==> src/rtl/sel_arbiter_pkg.sv <==
// sel_arbiter_pkg -- shared constants and types for the 7:1 selector arbiter.
//
// Contents:
//   NUM_REQ   number of requesters / selector inputs (7)
//   SEL_W     width of the selector code (3)
//   SEL_IDLE  selector code driven when nobody owns the selector (3'b111)
//   HOLD_W    width of the optional hold counter (8)
//   state_t   arbiter FSM states IDLE, GRANT, GAP
//   next_ptr  round-robin pointer advance with 6 -> 0 wrap
package sel_arbiter_pkg;

   localparam int NUM_REQ = 7;
   localparam int SEL_W   = 3;
   localparam int HOLD_W  = 8;

   localparam logic [SEL_W-1:0] SEL_IDLE = 3'b111;

   typedef enum logic [1:0] {
      IDLE  = 2'd0,
      GRANT = 2'd1,
      GAP   = 2'd2
   } state_t;

   // Pointer moves to the slot just above the winner; the last slot wraps to 0.
   function automatic logic [SEL_W-1:0] next_ptr(input logic [SEL_W-1:0] idx);
      return (idx >= SEL_W'(NUM_REQ - 1)) ? '0 : idx + SEL_W'(1);
   endfunction

endpackage

==> src/rtl/sel_arbiter_if.sv <==
// sel_arbiter_if -- request/grant bundle between requesters and sel_arbiter.
//
// Signals:
//   req    [6:0]  per-requester request, bit i asks for selector input i
//   rel           current owner finishes (release); only looked at in GRANT
//   grant  [6:0]  registered one-hot grant, all-zero when idle
//   sel    [2:0]  registered owner index, 3'b111 when idle
//   busy          high while a grant is held
//
// Handshake: a requester holds req[i] high for as long as it wants the
// selector. Ownership is visible on grant/sel one edge after the arbiter
// samples the request in IDLE. The owner keeps the selector until it pulses
// rel, drops req[i], or (timeout build) the hold limit expires; every grant
// is followed by one dead GAP cycle and one IDLE cycle before the next.
//
// Modports:
//   master  requester side (drives req/rel)
//   slave   arbiter side   (drives grant/sel/busy)
interface sel_arbiter_if import sel_arbiter_pkg::*; ();

   logic [NUM_REQ-1:0] req;
   logic               rel;
   logic [NUM_REQ-1:0] grant;
   logic [SEL_W-1:0]   sel;
   logic               busy;

   modport master (
      output req,
      output rel,
      input  grant,
      input  sel,
      input  busy
   );

   modport slave (
      input  req,
      input  rel,
      output grant,
      output sel,
      output busy
   );

endinterface

==> src/rtl/sel_arbiter_rr_pick.sv <==
// rr_pick -- combinational rotating-priority encoder.
//
// Ports:
//   req_i     [6:0]  request vector
//   ptr_i     [2:0]  highest-priority slot for this search
//   valid_o          at least one request is set
//   winner_o  [2:0]  first set request at or above ptr_i, wrapping 6 -> 0
module rr_pick import sel_arbiter_pkg::*; (
   input  logic [NUM_REQ-1:0] req_i,
   input  logic [SEL_W-1:0]   ptr_i,
   output logic               valid_o,
   output logic [SEL_W-1:0]   winner_o
);

   logic [SEL_W:0] idx;
   logic           found;

   always_comb begin
      idx      = '0;
      found    = 1'b0;
      winner_o = '0;
      for (int k = 0; k < NUM_REQ; k++) begin
         // ptr + k never exceeds 13, so one subtraction of NUM_REQ is a full modulo.
         idx = {1'b0, ptr_i} + (SEL_W + 1)'(k);
         if (idx >= (SEL_W + 1)'(NUM_REQ)) begin
            idx = idx - (SEL_W + 1)'(NUM_REQ);
         end
         if (!found && req_i[idx[SEL_W-1:0]]) begin
            found    = 1'b1;
            winner_o = idx[SEL_W-1:0];
         end
      end
      valid_o = found;
   end

endmodule

==> src/rtl/sel_arbiter.sv <==
// sel_arbiter -- round-robin owner selection for a shared 7:1 selector.
//
// Ports:
//   clk_i     rising-edge clock
//   rst_i     synchronous active-high reset
//   bus       sel_arbiter_if.slave (req, rel in; grant, sel, busy out)
//   state_o   current FSM state (debug)
//   ptr_o     round-robin pointer (debug)
//
// Parameters:
//   HOLD_MAX  maximum consecutive grant cycles (1..255), used only when
//             RR_SELECT_TIMEOUT_EN is defined.
//
// Build option:
//   RR_SELECT_TIMEOUT_EN  adds an 8-bit hold counter that forces the owner
//                         off after HOLD_MAX grant cycles.
//
// Behaviour: IDLE samples req and grants the rotating-priority winner at the
// next edge. GRANT holds grant/sel frozen until release, owner request drop
// or timeout, then one GAP cycle (requests ignored) returns to IDLE.
module sel_arbiter import sel_arbiter_pkg::*; #(
   parameter int HOLD_MAX = 8
) (
   input  logic              clk_i,
   input  logic              rst_i,
   sel_arbiter_if.slave      bus,
   output state_t            state_o,
   output logic [SEL_W-1:0]  ptr_o
);

   if (HOLD_MAX < 1 || HOLD_MAX > 255) begin : g_hold_max_range
      $error("sel_arbiter: HOLD_MAX must be in 1..255");
   end

   state_t             state_q;
   logic [NUM_REQ-1:0] grant_q;
   logic [SEL_W-1:0]   sel_q;
   logic               busy_q;
   logic [SEL_W-1:0]   ptr_q;
   logic [SEL_W-1:0]   ptr_d;

   logic               pick_valid;
   logic [SEL_W-1:0]   pick_winner;
   logic               owner_drop;
   logic               hold_hit;
   logic               exit_grant;

   rr_pick u_pick (
      .req_i    (bus.req),
      .ptr_i    (ptr_q),
      .valid_o  (pick_valid),
      .winner_o (pick_winner)
   );

   assign ptr_d = next_ptr(pick_winner);

   // grant_q is one-hot in GRANT, so this isolates the owner's own request bit.
   assign owner_drop = ~|(bus.req & grant_q);

`ifdef RR_SELECT_TIMEOUT_EN
   logic [HOLD_W-1:0] hold_q;
   logic [HOLD_W-1:0] hold_d;

   assign hold_d   = hold_q + HOLD_W'(1);
   // hold_q counts completed grant cycles minus one, so the compare
   // against HOLD_MAX-1 ends the grant after exactly HOLD_MAX cycles.
   assign hold_hit = (hold_q == HOLD_W'(HOLD_MAX - 1));
`else
   assign hold_hit = 1'b0;
`endif

   assign exit_grant = bus.rel | owner_drop | hold_hit;

   always_ff @(posedge clk_i) begin
      if (rst_i) begin
         state_q <= IDLE;
         grant_q <= '0;
         sel_q   <= SEL_IDLE;
         busy_q  <= 1'b0;
         ptr_q   <= '0;
`ifdef RR_SELECT_TIMEOUT_EN
         hold_q  <= '0;
`endif
      end else begin
         case (state_q)
            IDLE: begin
               if (pick_valid) begin
                  state_q <= GRANT;
                  grant_q <= NUM_REQ'(1) << pick_winner;
                  sel_q   <= pick_winner;
                  busy_q  <= 1'b1;
                  ptr_q   <= ptr_d;
`ifdef RR_SELECT_TIMEOUT_EN
                  hold_q  <= '0;
`endif
               end
            end
            GRANT: begin
               if (exit_grant) begin
                  state_q <= GAP;
                  grant_q <= '0;
                  sel_q   <= SEL_IDLE;
                  busy_q  <= 1'b0;
               end
`ifdef RR_SELECT_TIMEOUT_EN
               else begin
                  hold_q <= hold_d;
               end
`endif
            end
            GAP: begin
               // Single dead cycle; requests seen here are deliberately dropped.
               state_q <= IDLE;
            end
            default: begin
               state_q <= IDLE;
               grant_q <= '0;
               sel_q   <= SEL_IDLE;
               busy_q  <= 1'b0;
            end
         endcase
      end
   end

   assign bus.grant = grant_q;
   assign bus.sel   = sel_q;
   assign bus.busy  = busy_q;
   assign state_o   = state_q;
   assign ptr_o     = ptr_q;

endmodule

==> src/flat_wrapper.sv <==
// flat-port wrapper written by rule: the top's interface ports become plain ports
module sel_arbiter_flat import sel_arbiter_pkg::*;
#(
   parameter int HOLD_MAX = 8
)
  (clk_i, rst_i, state_o, ptr_o, bus_req, bus_rel, bus_grant, bus_sel, bus_busy);
  sel_arbiter_if bus_i ();
  input  logic clk_i;
  input  logic rst_i;
  output state_t state_o;
  output logic [SEL_W-1:0] ptr_o;
  input wire logic [$bits(bus_i.req)-1:0] bus_req;
  input wire logic [$bits(bus_i.rel)-1:0] bus_rel;
  output wire logic [$bits(bus_i.grant)-1:0] bus_grant;
  output wire logic [$bits(bus_i.sel)-1:0] bus_sel;
  output wire logic [$bits(bus_i.busy)-1:0] bus_busy;
  assign bus_i.req = bus_req;
  assign bus_i.rel = bus_rel;
  assign bus_grant = bus_i.grant;
  assign bus_sel = bus_i.sel;
  assign bus_busy = bus_i.busy;
  sel_arbiter #(.HOLD_MAX(HOLD_MAX)) u_core (.clk_i(clk_i), .rst_i(rst_i), .bus(bus_i), .state_o(state_o), .ptr_o(ptr_o));
endmodule
==> config.mk <==
export PLATFORM = sky130hd
export DESIGN_NAME = sel_arbiter_flat
export DESIGN_NICKNAME = d
export VERILOG_FILES = /design/src/rtl/sel_arbiter_pkg.sv /design/src/rtl/sel_arbiter_if.sv /design/src/rtl/sel_arbiter_rr_pick.sv /design/src/rtl/sel_arbiter.sv /design/src/flat_wrapper.sv
export SDC_FILE = /design/constraint.sdc
export NUM_CORES = 1
export LEC_CHECK = 0
export CORE_ASPECT_RATIO = 1.1
export CORE_MARGIN = 3
export CORE_UTILIZATION = 45
export DETAILED_ROUTE_END_ITERATION = 12
export DONT_BUFFER_PORTS = 1
export PLACE_DENSITY_LB_ADDON = 0.05
export RECOVER_POWER = 25
export SYNTH_ARGS = -nofsm -noshare
export SYNTH_HDL_FRONTEND = slang
export SYNTH_SLANG_ARGS = --single-unit
==> constraint.sdc <==
create_clock -name clk_i -period 5.65 [get_ports clk_i]
set_clock_uncertainty 0.2 [all_clocks]
set_input_delay 0.8475 -clock clk_i [delete_from_list [all_inputs] [get_ports clk_i]]
set_output_delay 0.8475 -clock clk_i [all_outputs]
set_load 0.02 [all_outputs]
# Yosys cells after proc, flatten, opt, wreduce, memory -nomap -nowiden
# Cells that the tools add are included.
# Widths: inputs -> output; s select.
# word_totals
regBits,16
input_bits,10
output_inout_bits,16
wordCells,108
# op_classes
n_addsub,14
n_lt_le_gt_ge,15
eq_ne,4
shift,1
muxes,48
bitwise,3
reduce_logical,18
# ops
cell,n
$mux 3,17
$lt 3x4->1 const B,7
$ge 4x3->1 const B,6
$bmux 1 s3,7
$pmux 7 s3,1
$sub 3x3->3 const B,7
$mux 1,16
$mux 7,2
$add 3x3->4 const B,3
$pmux 3 s3,1
$add 3x2->4 const B,2
$and 7x7->7,1
$logic_not 1->1,7
$reduce_or 7->1,1
$shl 1x3->7 const A,1
$ge 3x3->1 const B,2
$logic_and 1x1->1,6
$add 3x1->4 const B,1
$mux 2,2
$ne 2x1->1 const B,2
$pmux 2 s2,1
$reduce_and 2->1,2
$add 3x1->3 const B,1
$pmux 1 s3,1
6 further kinds,6

# Logic depth before layout (Yosys ltp)
# Gate-level depths: netlist (run 1).
# depth
ltp_word,26
mapped_depth,19
ltp_nobuf,17

# Cells and area by module
# Synthesis (run 1) repeated with hierarchy kept, for this count alone.
# unflattened
cells_unflattened,274
hier_area_um2,2225.9
# modules_own_cells
mod,n_inst,cells_per_inst,area_each_um2,seq_area_each_um2
rr_pick,1,191,1498.9,0.0
sel_arbiter,1,83,726.9,320.3

# Worst setup path after synthesis (run 1)
# OpenSTA, ideal clock, no wires.
# synth_path
path_type,register to register
start,"reg u_core.ptr_q[1], in the netlist u_core.ptr_o[1]"
end,"reg u_core.ptr_q[0], in the netlist u_core.ptr_o[0]"
setup_ps,87
arrival_time_ps,3881
required_ps,5363
setup_slack_ps,1482
path_stages_with_launch,20
n_path_buf,2
period_less_slack_ps,4168
path_cell_list,dfxtp_1 > buf_2 > inv_1 > ha_1 > inv_1 > fa_1 > clkbuf_1 > nand2b_1 > a21oi_1 > o31ai_2 > nand2_1 > or4_1 > nor4_2 > a32oi_1 > nand3_1 > inv_1 > ha_1 > inv_1 > a31oi_2 > o31ai_1
# synth_between
elab_chain_cells,25
word_cells_on_any_way,71
classes_between,14 x add/sub; 8 x order compare; 36 x mux; 13 x reduce/logical
# synth_lines
item,line_no,source
start: declaration,sel_arbiter.sv:39,logic [SEL_W-1:0] ptr_q;
start signal: assignment,sel_arbiter.sv:92,ptr_q <= ptr_d;
branches (longest 25 deep; another with $add 3x1->4),-,
# Parallel ways; which one is timed is not known. The select of a mux whose other input is x is not followed.
# A chain may end at the register's enable or synchronous reset.

# Worst setup path in the final report (run 1)
# layout_path
start,"reg u_core.ptr_q[0], in the netlist u_core.ptr_o[0]"
end,"reg u_core.ptr_q[1], in the netlist u_core.ptr_o[1]"
# Same word-level chain as after synthesis.

==> results of run 1 <==
## registers in the layout, summed over array words and instances (netlist names)
name,count
u_core.bus.grant,7
u_core.bus.sel,3
u_core.ptr_o,3
u_core.state_o,2
u_core.bus.busy,1
## worst paths after layout
path                                 from                      endpoint  cells past startpoint
min          u_core.bus.busy$_SDFFE_PP0P_  u_core.bus.busy$_SDFFE_PP0P_                      2
max          u_core.ptr_o[0]$_SDFFE_PP0P_  u_core.ptr_o[1]$_SDFFE_PP0P_                     16
max reg2reg  u_core.ptr_o[0]$_SDFFE_PP0P_  u_core.ptr_o[1]$_SDFFE_PP0P_                     16
min reg2reg  u_core.bus.busy$_SDFFE_PP0P_  u_core.bus.busy$_SDFFE_PP0P_                      2
## worst min-delay path: stages (launching register included)
cell,delay [ns]
dfxtp_1,0.38
nand2_1,0.08
a21oi_1,0.05
## layer usage
layer | global-route usage | part of all wire | routed length, um | vias up
li1 | - | - | - | 1238
met4 | 0.0937 | 0.029 | 245 | 0
met3 | 0.0321 | 0.064 | 538 | 19
met2 | 0.427 | 0.48 | 4030 | 97
met1 | 0.320 | 0.43 | 3570 | 1228
met5 | 0 | 0 | 0 | -
## per-stage QoR
stage                     cell area, sq um  hold WS [ns]  utilization
after floorplan                       2710         0.333            -
after global placement                2660         0.345        0.475
after detailed placement              2660         0.350        0.475
after CTS                             2720         0.358        0.485
after global routing                  2720         0.399        0.485
final                                 2720         0.354        0.485
## synth_stat cells, drive strengths merged, types with 8 or more instances
| library cell | instances | share of area |
|---|---|---|
| nand2 | 24 | 0.033 |
| a21oi | 23 | 0.049 |
| inv | 23 | 0.032 |
| ha | 18 | 0.083 |
| nor2 | 17 | 0.025 |
| dfxtp | 16 | 0.12 |
| mux2i | 16 | 0.059 |
| buf | 15 | 0.048 |
| o21ai | 12 | 0.024 |
| clkbuf | 10 | 0.014 |
| a211oi | 9 | 0.031 |
| nand2b | 9 | 0.021 |
| o31ai | 8 | 0.029 |
## layout make-up
cell class | instances | area [sq um] | area share
well taps | 75 | 93.8 | 0.0345
multi-input cells | 270 | 2130 | 0.784
clock buffers | 4 | 55.1 | 0.0202
flip-flops and latches | 16 | 322 | 0.118
repair buffers | 4 | 30.0 | 0.0110
inverters | 23 | 86.3 | 0.0318
## cells by family after synthesis
group                    share of synthesized area
multiplexers                                0.0689
AO/OA/AOI/OAI                                0.360
adder cells (fa/ha/maj)                     0.0907
AND/OR/NAND/NOR                              0.237
buffers and inverters                       0.0934
flip-flops                                   0.118
XOR/XNOR                                    0.0319
## where the power goes
group / switching, W / total, W / internal (W)
Clock: 0.0000391 / 0.000101 / 0.0000619
Combinational: 0.000830 / 0.00134 / 0.000513
Sequential: 0.0000710 / 0.000219 / 0.000148
Total: 0.000940 / 0.00166 / 0.000723
==> qor.json, run 1 <==
{
  "cts.repair.resized": {"value": 0},
  "firstDrtPassIters": {"value": 4},
  "syn-mean-instance-area": {"value": 8.10, "unit": "sq um"},
  "layout_commonest_cell": {"value": "nand2_1"},
  "later_pin_clock_latency_in_the_skew_report": {"value": 0.25, "unit": "ns"},
  "antennaDiodeCount": {"value": 0},
  "layout.cells.most_common_list": {"value": "nand2_1, inv_1, a21oi_1, ha_1"},
  "required": {"value": 5.61, "unit": "ns"},
  "maximum_vdd_drop": {"value": 0.331, "unit": "mV"},
  "placed_cells": {"value": 388},
  "area_of_the_mapped_netlist": {"value": 2710, "unit": "sq um"},
  "clk_root_buffer_cell": {"value": "clkbuf_8"},
  "critical_path.slowest_cell": {"value": "nor4_1"},
  "routed_wire_length_per_instance": {"value": 21.4, "unit": "um"},
  "run_status": {"value": "finished clean"},
  "cts_setup_buffers": {"value": 0},
  "fraction_of_layout_instances_using_a_drive_strength_above_1": {"value": 0.151},
  "critPathLaunchType": {"value": "flop"},
  "syn_inst": {"value": 334},
  "critPathArrivalTime": {"value": 4.60, "unit": "ns"},
  "slew-limit-headroom": {"value": 0.567},
  "post_syn_nets": {"value": 363},
  "tritoncts": {"value": "done"},
  "crit_path_cell_chain": {"value": "inv_2, ha_1, buf_4, or4bb_1, o32ai_1, a211oi_1, o22ai_2, nor4_1, and3_1, a32oi_1, nand3_1, inv_1, ha_1, inv_1, a31oi_2, o31ai_1"},
  "powerDensity": {"value": 612, "unit": "nW/um^2"},
  "ys_dominant_reg_cell": {"value": "dfxtp_1"},
  "unrepaired_setup_endpoints_after_global_routing": {"value": "false"},
  "timing_hold_violations_final": {"value": 0},
  "criticalPathCategory": {"value": "flop to flop"},
  "replace_congestion": {"value": 0.896},
  "die_area": {"value": 6980, "unit": "sq um"},
  "grt_max_degree": {"value": 35},
  "p_leak": {"value": 1.02, "unit": "nW"},
  "report.power.total": {"value": 0.00166, "unit": "W"},
  "hold_path.class": {"value": "flop to flop"},
  "global_route_wire_length_before_repair": {"value": 13.7, "unit": "mm"},
  "cts-hold-fix-buffers": {"value": 0},
  "synth-seq-cells": {"value": 16},
  "io-pin-count": {"value": 26},
  "synth_edf_count": {"value": 0},
  "overflow": {"value": 0},
  "cts.sink_count": {"value": 16},
  "die_width": {"value": 79.9, "unit": "um"},
  "clock.fmax": {"value": 0.215, "unit": "GHz"},
  "clock_transition_at_the_registers_of_the_reported_paths": {"value": 0.06, "unit": "ns"},
  "cp_buf_inv_count": {"value": 4},
  "cts.path.max_buffers": {"value": 2},
  "tightest_pin_transition": {"value": 0.633, "unit": "ns"},
  "syn_to_final_growth": {"value": 0.509, "unit": "%"},
  "synthArstFlopShare": {"value": 0},
  "initial_utilization": {"value": 0.483},
  "filler_cell_count": {"value": 564},
  "synth_sequential_area_ratio": {"value": 0.118},
  "floorplan.die.height": {"value": 87.3, "unit": "um"},
  "critical_path.endpoint_type": {"value": "flop"},
  "totalWireLength": {"value": 8.38, "unit": "mm"},
  "critical_path.max_fanout": {"value": 17},
  "yosys_cell_types": {"value": 92},
  "tritoncts.num_buffers": {"value": 3},
  "antenna_violations_before_repair": {"value": 0},
  "max_capacitance_violation_total": {"value": 0},
  "setup_viol": {"value": 0},
  "first_global_vias": {"value": 2579},
  "drc": {"value": 0},
  "finalWorstSetupSlack": {"value": 1.01, "unit": "ns"},
  "first_iter_violations": {"value": 185},
  "fin_tns_setup": {"value": 0, "unit": "ns"},
  "report.final.slew_viol_count": {"value": 0},
  "placeableCoreArea": {"value": 5610, "unit": "sq um"},
  "synth-warning-count": {"value": 0},
  "num_vias": {"value": 2582},
  "min_period_over_period": {"value": 0.822},
  "slowest_delay": {"value": 0.62, "unit": "ns"},
  "path_delay_family": {"value": "simple AND/OR/NAND/NOR gates"},
  "stdcell_count": {"value": 392},
  "dp_worst_setup_slack": {"value": 1.11, "unit": "ns"},
  "nets": {"value": 347},
  "row_count": {"value": 28},
  "drt.antenna.violating_nets": {"value": 0},
  "detailedPlacementHpwl": {"value": 6.23, "unit": "mm"},
  "routed_via_density": {"value": 6.59},
  "port_buffers": {"value": 0},
  "shortest_clock_period_the_worst_path_allows_after_layout": {"value": 4.64, "unit": "ns"},
  "reg2reg_setup_slack": {"value": 1.01, "unit": "ns"},
  "ctsHtreeMaxLevel": {"value": 1},
  "groute.usage.overall": {"value": 0.250}
}
Power figures use the tool's default switching activity.
==> inputs of run 2 (changes only) <==
clock period = 4.27 ns   (was 5.65 ns; I/O delays follow)
==> run 2 against run 1 <==
Worst setup slack worse by 0.76 ns; sequential power is 28% higher; design area up 6.5%; utilization up 3.1 points; routed wire length down 0.98%; hold slack got worse by 0.093 ns; non-clock buffer count increased by 20; critical path type unchanged; critical endpoint is now u_core.ptr_o[2]$_SDFFE_PP0P_; largest cell class unchanged; largest power group unchanged.
==> qor.json, run 2 (synthesis gave the netlist of run 1 again) <==
{
  "run_status": {"value": "finished clean"},
  "largest_register_ffs": {"value": 7, "change": "unchanged"},
  "num_vias": {"value": 2613, "change": "+1.2%"},
  "rr_startpoint": {"value": "u_core.ptr_o[1]$_SDFFE_PP0P_"},
  "timing.hold.worst.start": {"value": "rst_i"},
  "port_buffers": {"value": 0, "change": "unchanged"},
  "routed_wire_length_per_instance": {"value": 20.1, "unit": "um", "change": "-5.8%"},
  "ctsHtreeMaxLevel": {"value": 1, "change": "unchanged"},
  "die_width": {"value": 79.9, "unit": "um", "change": "unchanged"},
  "cts.path.max_buffers": {"value": 2, "change": "unchanged"},
  "tritoncts.num_buffers": {"value": 3, "change": "unchanged"},
  "tritoncts": {"value": "done"},
  "layout_commonest_cell": {"value": "buf_4"},
  "fin_tns_setup": {"value": 0, "unit": "ns", "change": "unchanged"},
  "hold_path.class": {"value": "primary input to flop"},
  "setup_viol": {"value": 0, "change": "unchanged"},
  "p_leak": {"value": 1.12, "unit": "nW", "change": "+9.7%"},
  "clock_transition_at_the_registers_of_the_reported_paths": {"value": 0.06, "unit": "ns", "change": "about the same"},
  "nets": {"value": 367, "change": "+5.8%"},
  "criticalPathCategory": {"value": "flop to flop"},
  "powerDensity": {"value": 803, "unit": "nW/um^2", "change": "+31%"},
  "critical_path.max_fanout": {"value": 7, "change": "-10"},
  "hold_path_depth": {"value": 1, "change": "-1"},
  "cts_setup_buffers": {"value": 0, "change": "unchanged"},
  "report.power.total": {"value": 0.00233, "unit": "W", "change": "+40%"},
  "overflow": {"value": 0, "change": "unchanged"},
  "timing.rr.end": {"value": "u_core.ptr_o[2]$_SDFFE_PP0P_"},
  "clock.fmax": {"value": 0.249, "unit": "GHz", "change": "+15%"},
  "worst_hold_path.endpoint": {"value": "u_core.bus.busy$_SDFFE_PP0P_"},
  "initial_utilization": {"value": 0.483, "change": "unchanged"},
  "layout.cells.most_common_list": {"value": "buf_4, nand2_1, a21oi_1, inv_1, ha_1"},
  "max_capacitance_violation_total": {"value": 0, "change": "unchanged"},
  "groute.usage.overall": {"value": 0.241, "change": "-0.00914"},
  "later_pin_clock_latency_in_the_skew_report": {"value": 0.24, "unit": "ns", "change": "about the same"},
  "unrepaired_setup_endpoints_after_global_routing": {"value": "false"},
  "placeableCoreArea": {"value": 5610, "unit": "sq um", "change": "unchanged"},
  "global_route_wire_length_before_repair": {"value": 13.2, "unit": "mm", "change": "-3.3%"},
  "replace_congestion": {"value": 0.909, "change": "+1.5%"},
  "detailedPlacementHpwl": {"value": 6.45, "unit": "mm", "change": "+3.5%"},
  "min_period_over_period": {"value": 0.942, "change": "+0.121"},
  "timing_hold_violations_final": {"value": 0, "change": "unchanged"},
  "slew-limit-headroom": {"value": 0.572, "change": "+0.00441"},
  "die_area": {"value": 6980, "unit": "sq um", "change": "unchanged"},
  "antenna_violations_before_repair": {"value": 0, "change": "unchanged"},
  "syn_to_final_growth": {"value": 7.03, "unit": "%"},
  "critPathArrivalTime": {"value": 3.98, "unit": "ns", "change": "-0.62 ns"},
  "grt_max_degree": {"value": 31, "change": "-11%"},
  "drt.antenna.violating_nets": {"value": 0, "change": "unchanged"},
  "critical_path.endpoint_type": {"value": "flop"},
  "critPathLaunchType": {"value": "flop"},
  "antennaDiodeCount": {"value": 0, "change": "unchanged"},
  "totalWireLength": {"value": 8.30, "unit": "mm", "change": "-0.98%"},
  "first_global_vias": {"value": 2549, "change": "-1.2%"},
  "first_iter_violations": {"value": 210, "change": "+14%"},
  "routed_via_density": {"value": 6.34, "change": "-3.7%"},
  "fraction_of_layout_instances_using_a_drive_strength_above_1": {"value": 0.220, "change": "+0.0682"},
  "shortest_clock_period_the_worst_path_allows_after_layout": {"value": 4.02, "unit": "ns", "change": "-0.619 ns"},
  "drc": {"value": 0, "change": "unchanged"},
  "tightest_pin_transition": {"value": 0.626, "unit": "ns", "change": "-0.00645 ns"},
  "required": {"value": 4.23, "unit": "ns", "change": "-1.38 ns"},
  "floorplan.die.height": {"value": 87.3, "unit": "um", "change": "unchanged"},
  "io-pin-count": {"value": 26, "change": "unchanged"},
  "clk_root_buffer_cell": {"value": "clkbuf_8"},
  "cts.sink_count": {"value": 16, "change": "unchanged"},
  "reg2reg_setup_slack": {"value": 0.25, "unit": "ns", "change": "-0.76 ns"},
  "rr_worst_depth": {"value": 15, "change": "-1"},
  "report.final.slew_viol_count": {"value": 0, "change": "unchanged"},
  "maximum_vdd_drop": {"value": 0.434, "unit": "mV", "change": "+31%"},
  "row_count": {"value": 28, "change": "unchanged"},
  "firstDrtPassIters": {"value": 5, "change": "+1"}
}
run 2: per-layer routing:
| layer | share of wire | vias to the layer above | GRT usage |
|---|---|---|---|
| met1 | 0.42 | 1250 | 0.297 |
| met2 | 0.51 | 77 | 0.449 |
| met3 | 0.056 | 8 | 0.0238 |
| met4 | 0.011 | 0 | 0.0522 |
| met5 | 0 | - | 0 |
| li1 | - | 1278 | - |
run 2: critical path: stages (launching register included):
cell and delay, ns:
dfxtp_1 0.39, ha_1 0.23, inv_1 0.08, ha_1 0.38
xor2_1 0.18, a311o_1 0.32, a2111oi_0 0.45, a31oi_1 0.15
buf_4 0.19, a21oi_1 0.14, o21ai_0 0.11, o2bb2ai_1 0.25
nand2_1 0.17, ha_1 0.23, ha_1 0.27, o31ai_1 0.22
run 2: area by class of cell:
| cell class | count | area, sq um |
|---|---|---|
| clock buffer | 4 | 55.1 |
| multi-input combinational | 270 | 2160 |
| sequential | 16 | 322 |
| tap | 75 | 93.8 |
| fill | 565 | 2710 |
| timing repair buffer | 24 | 180 |
| inverter | 23 | 86.3 |
run 2: worst max-delay path by stage:
stage                                  from                                to  slack (ns)  depth (start not counted)
6_report       u_core.ptr_o[1]$_SDFFE_PP0P_      u_core.ptr_o[2]$_SDFFE_PP0P_        0.25                         15
5_1_grt        u_core.ptr_o[1]$_SDFFE_PP0P_  u_core.bus.grant[3]$_SDFFE_PP0P_       0.006                         17
4_1_cts        u_core.ptr_o[1]$_SDFFE_PP0P_      u_core.ptr_o[0]$_SDFFE_PP0P_        0.13                         17
3_5_place_dp   u_core.ptr_o[1]$_SDFFE_PP0P_      u_core.ptr_o[0]$_SDFFE_PP0P_        0.16                         17
3_3_place_gp   u_core.ptr_o[0]$_SDFFE_PP0P_      u_core.ptr_o[2]$_SDFFE_PP0P_        0.25                         13
2_1_floorplan  u_core.ptr_o[1]$_SDFFE_PP0P_      u_core.ptr_o[0]$_SDFFE_PP0P_        0.10                         19
run 2: timing repair:
action / CTS / global route
resized for setup: 0 / 7
hold endpoints to repair: 0 / 0
hold buffers: 0 / 0
setup endpoints to repair: 0 / 9
run 2: per-stage QoR:
| step | hold slack (ns) | cells | instance area (sq um) | utilization | worst slack [ns] |
|---|---|---|---|---|---|
| detailed placement | 0.359 | 408 | 2810 | 0.502 | 0.159 |
| finish | 0.261 | 412 | 2900 | 0.517 | 0.247 |
| CTS | 0.256 | 412 | 2870 | 0.512 | 0.125 |
| global placement | 0.355 | 408 | 2810 | 0.502 | 0.249 |
| global route | 0.257 | 412 | 2900 | 0.517 | 0.00605 |
| floorplan | 0.333 | 334 | 2710 | - | 0.102 |
run 2: power breakdown:
part           switching, W  leakage (nW)  internal [W]  total [W]
Combinational       0.00112         0.958      0.000791    0.00192
Sequential        0.0000837         0.132      0.000196   0.000280
Clock             0.0000484        0.0288     0.0000816   0.000130
Total               0.00126          1.12       0.00107    0.00233
==> inputs of run 3 (changes only) <==
HOLD_SLACK_MARGIN = 0.1   (was unset)
==> results of run 3 <==
No change in the layout: final DEF, timing and power equal those of run 2.
